**src/rtl/float_vec_stream_packer_pkg.sv**
```systemverilog
// Shared definitions for the 4-lane vector-stream blocks: lane count,
// lane index/count types and the fill/capture/drain state encoding.
package float_vec_pkg;

    localparam int LANES      = 4;
    localparam int LANE_IDX_W = 2;

    typedef logic [LANE_IDX_W-1:0] lane_idx_t;
    typedef logic [LANE_IDX_W:0]   lane_cnt_t;

    typedef enum logic [1:0] {
        FILL    = 2'd0,
        CAPTURE = 2'd1,
        DRAIN   = 2'd2
    } state_t;

    // Number of lanes holding data once the lane at last_idx has been written.
    function automatic lane_cnt_t lanes_used(input lane_idx_t last_idx);
        return {1'b0, last_idx} + 3'd1;
    endfunction

endpackage

```
**src/rtl/float_vec_stream_packer.sv**
```systemverilog
// Packs scalar (a,b) pairs into 4-lane vectors for an external combinational
// multiplier, registers the product vector and streams it back out one lane at a time.
module float_vec_stream_packer #(
    parameter int DATA_WIDTH = 32,
    parameter int LANES      = 4
) (
    input  logic                        clk,
    input  logic                        rst_n,
    input  logic                        in_valid,
    output logic                        in_ready,
    input  logic [DATA_WIDTH-1:0]       in_a,
    input  logic [DATA_WIDTH-1:0]       in_b,
    input  logic                        in_last,
    output logic [LANES*DATA_WIDTH-1:0] mult_a,
    output logic [LANES*DATA_WIDTH-1:0] mult_b,
    input  logic [LANES*DATA_WIDTH-1:0] mult_result,
    output logic                        out_valid,
    input  logic                        out_ready,
    output logic [DATA_WIDTH-1:0]       out_data,
    output logic                        out_last
);
    import float_vec_pkg::*;

    state_t                      r_state;
    lane_idx_t                   r_lane_idx;
    lane_idx_t                   r_out_idx;
    lane_cnt_t                   r_cnt;
    logic                        r_last_flag;
    logic [LANES*DATA_WIDTH-1:0] r_mult_a;
    logic [LANES*DATA_WIDTH-1:0] r_mult_b;
    logic [LANES*DATA_WIDTH-1:0] r_buf;
    logic                        r_in_ready;
    logic                        r_out_valid;
    logic                        r_out_last;
    logic [DATA_WIDTH-1:0]       r_out_data;

    logic      w_in_fire;
    logic      w_out_fire;
    logic      w_lane_full;
    logic      w_drain_end;
    lane_idx_t w_out_idx_nxt;

    assign w_in_fire     = in_valid && r_in_ready;
    assign w_out_fire    = r_out_valid && out_ready;
    assign w_lane_full   = (r_lane_idx == lane_idx_t'(LANES - 1));
    assign w_out_idx_nxt = r_out_idx + 2'd1;
    assign w_drain_end   = ({1'b0, r_out_idx} == (r_cnt - 3'd1));

    // Fill/capture/drain sequencer; every output is driven straight from a register.
    always_ff @(posedge clk) begin
        if (!rst_n) begin
            r_state     <= FILL;
            r_lane_idx  <= 2'd0;
            r_out_idx   <= 2'd0;
            r_cnt       <= 3'd0;
            r_last_flag <= 1'b0;
            r_mult_a    <= '0;
            r_mult_b    <= '0;
            r_buf       <= '0;
            r_in_ready  <= 1'b1;
            r_out_valid <= 1'b0;
            r_out_last  <= 1'b0;
            r_out_data  <= '0;
        end else begin
            case (r_state)
                FILL: begin
                    if (w_in_fire) begin
                        r_mult_a[r_lane_idx*DATA_WIDTH +: DATA_WIDTH] <= in_a;
                        r_mult_b[r_lane_idx*DATA_WIDTH +: DATA_WIDTH] <= in_b;
                        if (w_lane_full || in_last) begin
                            r_state     <= CAPTURE;
                            r_in_ready  <= 1'b0;
                            r_cnt       <= lanes_used(r_lane_idx);
                            r_last_flag <= in_last;
                        end else begin
                            r_lane_idx <= r_lane_idx + 2'd1;
                        end
                    end
                end
                CAPTURE: begin
                    // Multiplier inputs have been stable for this whole cycle.
                    r_buf       <= mult_result;
                    r_out_idx   <= 2'd0;
                    r_out_data  <= mult_result[DATA_WIDTH-1:0];
                    r_out_last  <= r_last_flag && (r_cnt == 3'd1);
                    r_out_valid <= 1'b1;
                    r_state     <= DRAIN;
                end
                DRAIN: begin
                    if (w_out_fire) begin
                        if (w_drain_end) begin
                            r_out_valid <= 1'b0;
                            r_out_last  <= 1'b0;
                            r_out_data  <= '0;
                            r_mult_a    <= '0;
                            r_mult_b    <= '0;
                            r_lane_idx  <= 2'd0;
                            r_in_ready  <= 1'b1;
                            r_state     <= FILL;
                        end else begin
                            r_out_idx  <= w_out_idx_nxt;
                            r_out_data <= r_buf[w_out_idx_nxt*DATA_WIDTH +: DATA_WIDTH];
                            r_out_last <= r_last_flag && ({1'b0, w_out_idx_nxt} == (r_cnt - 3'd1));
                        end
                    end
                end
                default: begin
                    r_state     <= FILL;
                    r_lane_idx  <= 2'd0;
                    r_in_ready  <= 1'b1;
                    r_out_valid <= 1'b0;
                    r_out_last  <= 1'b0;
                end
            endcase
        end
    end

    assign in_ready  = r_in_ready;
    assign mult_a    = r_mult_a;
    assign mult_b    = r_mult_b;
    assign out_valid = r_out_valid;
    assign out_data  = r_out_data;
    assign out_last  = r_out_last;

endmodule
```
**config.mk**
```make
export PLATFORM = sky130hd
export DESIGN_NAME = float_vec_stream_packer
export DESIGN_NICKNAME = d
export VERILOG_FILES = /design/src/rtl/float_vec_stream_packer_pkg.sv /design/src/rtl/float_vec_stream_packer.sv
export SDC_FILE = /design/constraint.sdc
export NUM_CORES = 1
export LEC_CHECK = 0
export ABC_AREA = 1
export BUFFER_PORTS_ARGS = -buffer_cell sky130_fd_sc_hd__buf_4
export CORE_ASPECT_RATIO = 0.9
export CORE_MARGIN = 3
export CORE_UTILIZATION = 33
export DETAILED_ROUTE_END_ITERATION = 16
export GPL_TIMING_DRIVEN = 0
export MAX_ROUTING_LAYER = met4
export PLACE_DENSITY = 0.58
export RECOVER_POWER = 50
export SYNTH_ARGS = -nofsm -noshare
export SYNTH_HDL_FRONTEND = slang
export SYNTH_SLANG_ARGS = --single-unit
```
**constraint.sdc**
```tcl
create_clock -name clk -period 3.3 [get_ports clk]
set_clock_uncertainty 0.05 [all_clocks]
set_input_delay 0.495 -clock clk [delete_from_list [all_inputs] [get_ports clk]]
set_output_delay 0.495 -clock clk [all_outputs]
set_load 0.02 [all_outputs]
```
# After elaboration in Yosys (flattened, before gate mapping)
# Index checks and enable logic that the tools add are counted.
# W data, S select, Z words.
# word_totals
wordCells,85
regBits,429
inputBits,197
out_inout_bits,291
# classes
shift,4
n_mux,33
add_sub_neg,5
eq_ne,12
n_reduce_logical,17
bitwise,2
# op_table
op,n
$mux W128,4
$pmux W128 S2,2
$bwmux W128,2
$shiftx A32 B34 Y128,2
$shift A32 B34 Y128 const A,1
$shiftx A128 B8 Y32,1
$mux W32,2
$pmux W32 S2,1
$neg A7 Y34,1
$mux W2,8
$ne A2 B2 Y1 const B,6
$pmux W2 S3,2
$reduce_and A5 Y1,2
$pmux W1 S3,3
$reduce_and A3 Y1,3
$mux W1,8
$reduce_and A4 Y1,2
$eq A2 B3 Y1,2
$add A2 B1 Y2 const B,2
$eq A2 B2 Y1 const B,2
$logic_and A1 B1 Y1,4
$pmux W2 S2,1
$reduce_and A2 Y1,2
$reduce_bool A2 Y1,2
other kinds (7),8

# Logic depth before layout (Yosys ltp)
# depth
ltp_word,6
mapped_depth,13

# Worst setup path after synthesis
# No wires, ideal clock.
# synth_path
path_kind,flip-flop to flip-flop
from,register r_cnt[0]
to,"register r_mult_a[126], in the netlist mult_a[126]"
synth_period_minus_slack_ns,1.878
arrival_time_ns,1.714
setup_time_ns,0.114
path_stages_with_launch,13
path_slack_ns,1.422
cell_sequence,dfxtp_1 inv_1 ha_1 nand2_1 inv_1 nor2_1 nand3_2 nand2_4 nand4_1 buf_4 buf_2 a21oi_1 nor2_1
# synth_via
elab_chain_len,4
# synth_rtl
item,line_no,source
"start, declared",float_vec_stream_packer.sv:27,lane_cnt_t r_cnt;
"start signal, assigned",float_vec_stream_packer.sv:73,r_cnt <= lanes_used(r_lane_idx);
$sub A3 B1 Y3,float_vec_stream_packer.sv:47,"assign w_drain_end = ({1'b0, r_out_idx} == (r_cnt - 3'd1));"
$eq A2 B3 Y1,float_vec_stream_packer.sv:47,
$ne A2 B2 Y1 (no line),-,
$reduce_and A4 Y1 (no line),-,
"end signal, assigned by index",float_vec_stream_packer.sv:68,r_mult_a[r_lane_idx*DATA_WIDTH +: DATA_WIDTH] <= in_a;
"end, declared",float_vec_stream_packer.sv:29,logic [LANES*DATA_WIDTH-1:0] r_mult_a;
# Every way passes these cells.
# A chain may end at the register's enable or synchronous reset.

# Worst setup path after layout
# layout_path
from,register r_lane_idx[0]
to,"register r_mult_b[82], in the netlist mult_b[82]"
# layout_via
elab_chain_len,5
# layout_rtl
item,line_no,source
"start, declared",float_vec_stream_packer.sv:25,lane_idx_t r_lane_idx;
"start signal, assigned",float_vec_stream_packer.sv:76,r_lane_idx <= r_lane_idx + 2'd1;
$neg A7 Y34 *,float_vec_stream_packer.sv:69,r_mult_b[r_lane_idx*DATA_WIDTH +: DATA_WIDTH] <= in_b;
$shiftx A32 B34 Y128 or $shift A32 B34 Y128 (tied branches),float_vec_stream_packer.sv:69,
$bwmux W128 *,float_vec_stream_packer.sv:69,
$mux W128 *,float_vec_stream_packer.sv:67,if (w_in_fire) begin
$pmux W128 S2 *,float_vec_stream_packer.sv:65,case (r_state)
"end signal, assigned by index",float_vec_stream_packer.sv:69,
"end, declared",float_vec_stream_packer.sv:30,logic [LANES*DATA_WIDTH-1:0] r_mult_b;
# Mark *: on every way between the ends. The rest lies on a longest branch, timed or not. The select of a mux whose other input is x is not followed.

==> impl_metrics.env <==
export IMPL_hold_path_end="r_buf[91]$_SDFFE_PN0P_"
export IMPL_reg2reg_slack_ns=0.28
export IMPL_num_io_pins=488
export IMPL_drtIter0Drc=1554
export IMPL_synth_compound_area_share_pct=17.2
export IMPL_period_share_pct=91.5
export IMPL_grt_pass1_wl_um=110000
export IMPL_syn_instance_count=2884
export IMPL_start_util_pct=33.5
export IMPL_hp_class="input port to register"
export IMPL_syn_num_nets=3090
export IMPL_worstMarginPinSlew_ns=1.28
export IMPL_synthArstFlopShare_pct=0
export IMPL_syn_area_mm2=0.0191
export IMPL_final_max_slew_viol_count=0
export IMPL_synthAdderAreaFrac_pct=0.589
export IMPL_grt_total_usage_pct=24.6
export IMPL_cp_slowest_cell="nor2_1"
export IMPL_critPathRequiredTime_ns=3.76
export IMPL_crit_path_cell_trace="inv_1 > ha_1 > nand3_1 > nor2_1 > clkbuf_1 > a21oi_1 > nor2_1"
export IMPL_p_leak_uw=0.0118
export IMPL_wirelength_um=75900
export IMPL_critPathMaxFanout=10
export IMPL_yosys_area_share_simple_pct=23.0
export IMPL_drc=0
export IMPL_met1_usage_pct=32.0
export IMPL_crit_buf_inv=2
export IMPL_grt_pass1_vias=18000
export IMPL_mostFrequentLayoutCells="nand2_1, inv_1, dfxtp_1"
export IMPL_clkTransAtPathRegs_ns=0.07
export IMPL_synth_edf_count=0
export IMPL_grtUsageMet2_pct=38.3
export IMPL_clkLatencyLatePin_ns=0.60
export IMPL_r2r_end="mult_b[82]$_SDFFE_PN0P_"
export IMPL_nets=3627
export IMPL_cts_resized=0
export IMPL_setup_viol=0
export IMPL_grt_max_degree=14
export IMPL_areaGrowthSynthToFinish_pct=27.1
export IMPL_status="complete, no violations"
export IMPL_slowest_delay_ns=0.97
export IMPL_path_delay_family="simple AND/OR/NAND/NOR gates"
export IMPL_avgRoutedWirePerCell_um=17.9
export IMPL_ys_ff_latch=429
export IMPL_ant_nets=0
export IMPL_synth_seq_area_share_pct=44.9
export IMPL_dpl_hpwl_um=58100
export IMPL_grt_remaining_overflow=0
export IMPL_cts_sinks=429
export IMPL_hold_buffers=0
export IMPL_cpMostUsedCell="nor2_1"
export IMPL_worst_setup_path_end_kind="register"
export IMPL_cts_root_buf="clkbuf_16"
export IMPL_hp_start="mult_result[91]"
export IMPL_worst_hold_slack_ns=0.0736
export IMPL_die_h_um=234
export IMPL_startpoint_type="register"
export IMPL_dr_pass1_iters=6
export IMPL_ys_flop_type="dfxtp_1"
export IMPL_fin_cells=4228
export IMPL_cp_arrival_ns=3.48
export IMPL_post_route_min_period_ns=3.02
export IMPL_gp_congestion=0.911
export IMPL_routed_via_density=4.59
export IMPL_vias=19400
export IMPL_ir_drop_mv=0.374
export IMPL_layout_commonest_cell="nand2_1"
export IMPL_post_cts_buffers=0
export IMPL_r2r_start="r_lane_idx[0]$_SDFFE_PN0P_"
export IMPL_die_w_um=260
export IMPL_port_buffers=487
export IMPL_top_usage_layer="met2"
export IMPL_synth_cell_type_count=26
export IMPL_cts_tree="yes"
export IMPL_max_cap_viol_count=0
export IMPL_antenna_found_initial=4
export IMPL_yosys_warnings=0
export IMPL_htreeDepth=2
export IMPL_fmaxAchievable_ghz=0.331
export IMPL_synthXorXnorAreaFrac_pct=0
export IMPL_final_hold_violation_count=0
export IMPL_dp_cells=4136
export IMPL_fp_row_count=83
export IMPL_rsz0062_at_grt="no"
export IMPL_syn_avg_cell_area_um2=6.63
export IMPL_cts_buffer_depth=3
export IMPL_timing_slew_headroom_pct=14.2
export IMPL_die_area_mm2=0.0608
export IMPL_reg2reg_depth=7
export IMPL_coreArea_mm2=0.0571
export IMPL_drive_gt1_share_pct=10.2
export IMPL_grtUsageMet3_pct=4.82
export IMPL_muxShareOfSynthArea_pct=0
export IMPL_path_class="register to register"
export IMPL_hold_depth=3
export IMPL_tns_ns=0
export IMPL_cts_buffers=48
export IMPL_powerDensity_mw_per_mm2=632
export IMPL_synth_top_family_by_area="simple AND/OR/NAND/NOR gates"
[cells in the mapped netlist (3+ instances only)]
cell      instances  share of area [%]
nand3_2           3               0.16
inv_2             3              0.059
buf_4             9               0.35
o21ai_0         192                5.0
o221ai_1         32                1.5
nand4_2           3               0.20
buf_1            14               0.27
a21oi_1         366                9.6
ha_1              9               0.59
buf_6            11               0.65
o21ai_1           6               0.16
nor2_1          400                7.9
o21bai_1         23               0.90
buf_2            45                1.2
nand2_1         720                 14
dfxtp_1         429                 45
inv_1           482                9.5
nand3_1          14               0.37
clkbuf_1        113                2.2
[cell families (layout without fill, tap and decap cells)]
| group | after synthesis | after routing |
|---|---|---|
| simple gates | 1149 | 1149 |
| flops | 429 | 429 |
| buf+inv | 677 | 1252 |
| other cells | 0 | 4 |
| compound gates | 620 | 620 |
| fa+ha+maj | 9 | 9 |
[cell type report]
| class | instances | area (um^2) |
|---|---|---|
| Fill cell | 6346 | 32800 |
| Sequential cell | 429 | 8590 |
| Multi-Input combinational cell | 1778 | 7790 |
| Timing Repair Buffer | 487 | 2560 |
| Inverter | 485 | 1820 |
| Clock buffer | 70 | 1430 |
| Tap cell | 765 | 957 |
| Buffer | 192 | 891 |
| Clock inverter | 18 | 236 |
| Antenna cell | 4 | 10.0 |
[worst register-to-register path: stages (launching register included)]
cell and delay (ns):
dfxtp_1 0.45, inv_1 0.16, ha_1 0.41, nand3_1 0.11
nor2_1 0.97, clkbuf_1 0.52, a21oi_1 0.16, nor2_1 0.11
[worst max-delay path by stage]
| stage | cells after the start | endpoint | slack [ns] | startpoint |
|---|---|---|---|---|
| global placement | 8 | mult_a[69]$_SDFFE_PN0P_ | 0.28 | r_lane_idx[0]$_SDFFE_PN0P_ |
| global route | 8 | mult_b[83]$_SDFFE_PN0P_ | 0.03 | r_lane_idx[0]$_SDFFE_PN0P_ |
| CTS | 8 | mult_a[69]$_SDFFE_PN0P_ | 0.21 | r_lane_idx[0]$_SDFFE_PN0P_ |
| finish | 7 | mult_b[82]$_SDFFE_PN0P_ | 0.28 | r_lane_idx[0]$_SDFFE_PN0P_ |
| floorplan | 12 | mult_a[126]$_SDFFE_PN0P_ | 1.42 | r_cnt[0]$_SDFFE_PN0P_ |
| detailed placement | 8 | mult_a[69]$_SDFFE_PN0P_ | 0.25 | r_lane_idx[0]$_SDFFE_PN0P_ |
[flip-flops by register name, indices dropped and copies added, names as in the netlist]
register     cells
in_ready         1
r_state          2
mult_a         128
r_buf          128
r_cnt            3
mult_b         128
out_valid        1
r_last_flag      1
out_last         1
r_out_idx        2
r_lane_idx       2
out_data        32
[through the flow]
| step | instance area [um^2] | utilization [%] | total power [uW] | setup WS (ns) |
|---|---|---|---|---|
| floorplan | 19100 | - | 8400 | 1.42 |
| global placement | 23700 | 41.5 | 10100 | 0.280 |
| detailed placement | 23700 | 41.5 | 10100 | 0.246 |
| CTS | 25400 | 44.5 | 15800 | 0.205 |
| global route | 24300 | 42.5 | 16200 | 0.0289 |
| finish | 24300 | 42.5 | 15300 | 0.281 |
[metal layers]
layer | up-vias | wire length, um
met4 | 0 | 2820
met2 | 669 | 34100
met5 | - | 0
li1 | 9884 | -
met3 | 121 | 5820
met1 | 8720 | 33200
[report_power, final]
| part | total (uW) | internal, uW | switching, uW |
|---|---|---|---|
| Combinational | 3620 | 1070 | 2550 |
| Clock | 5680 | 3340 | 2330 |
| Sequential | 6050 | 5760 | 285 |
Power figures use the tool's default switching activity.
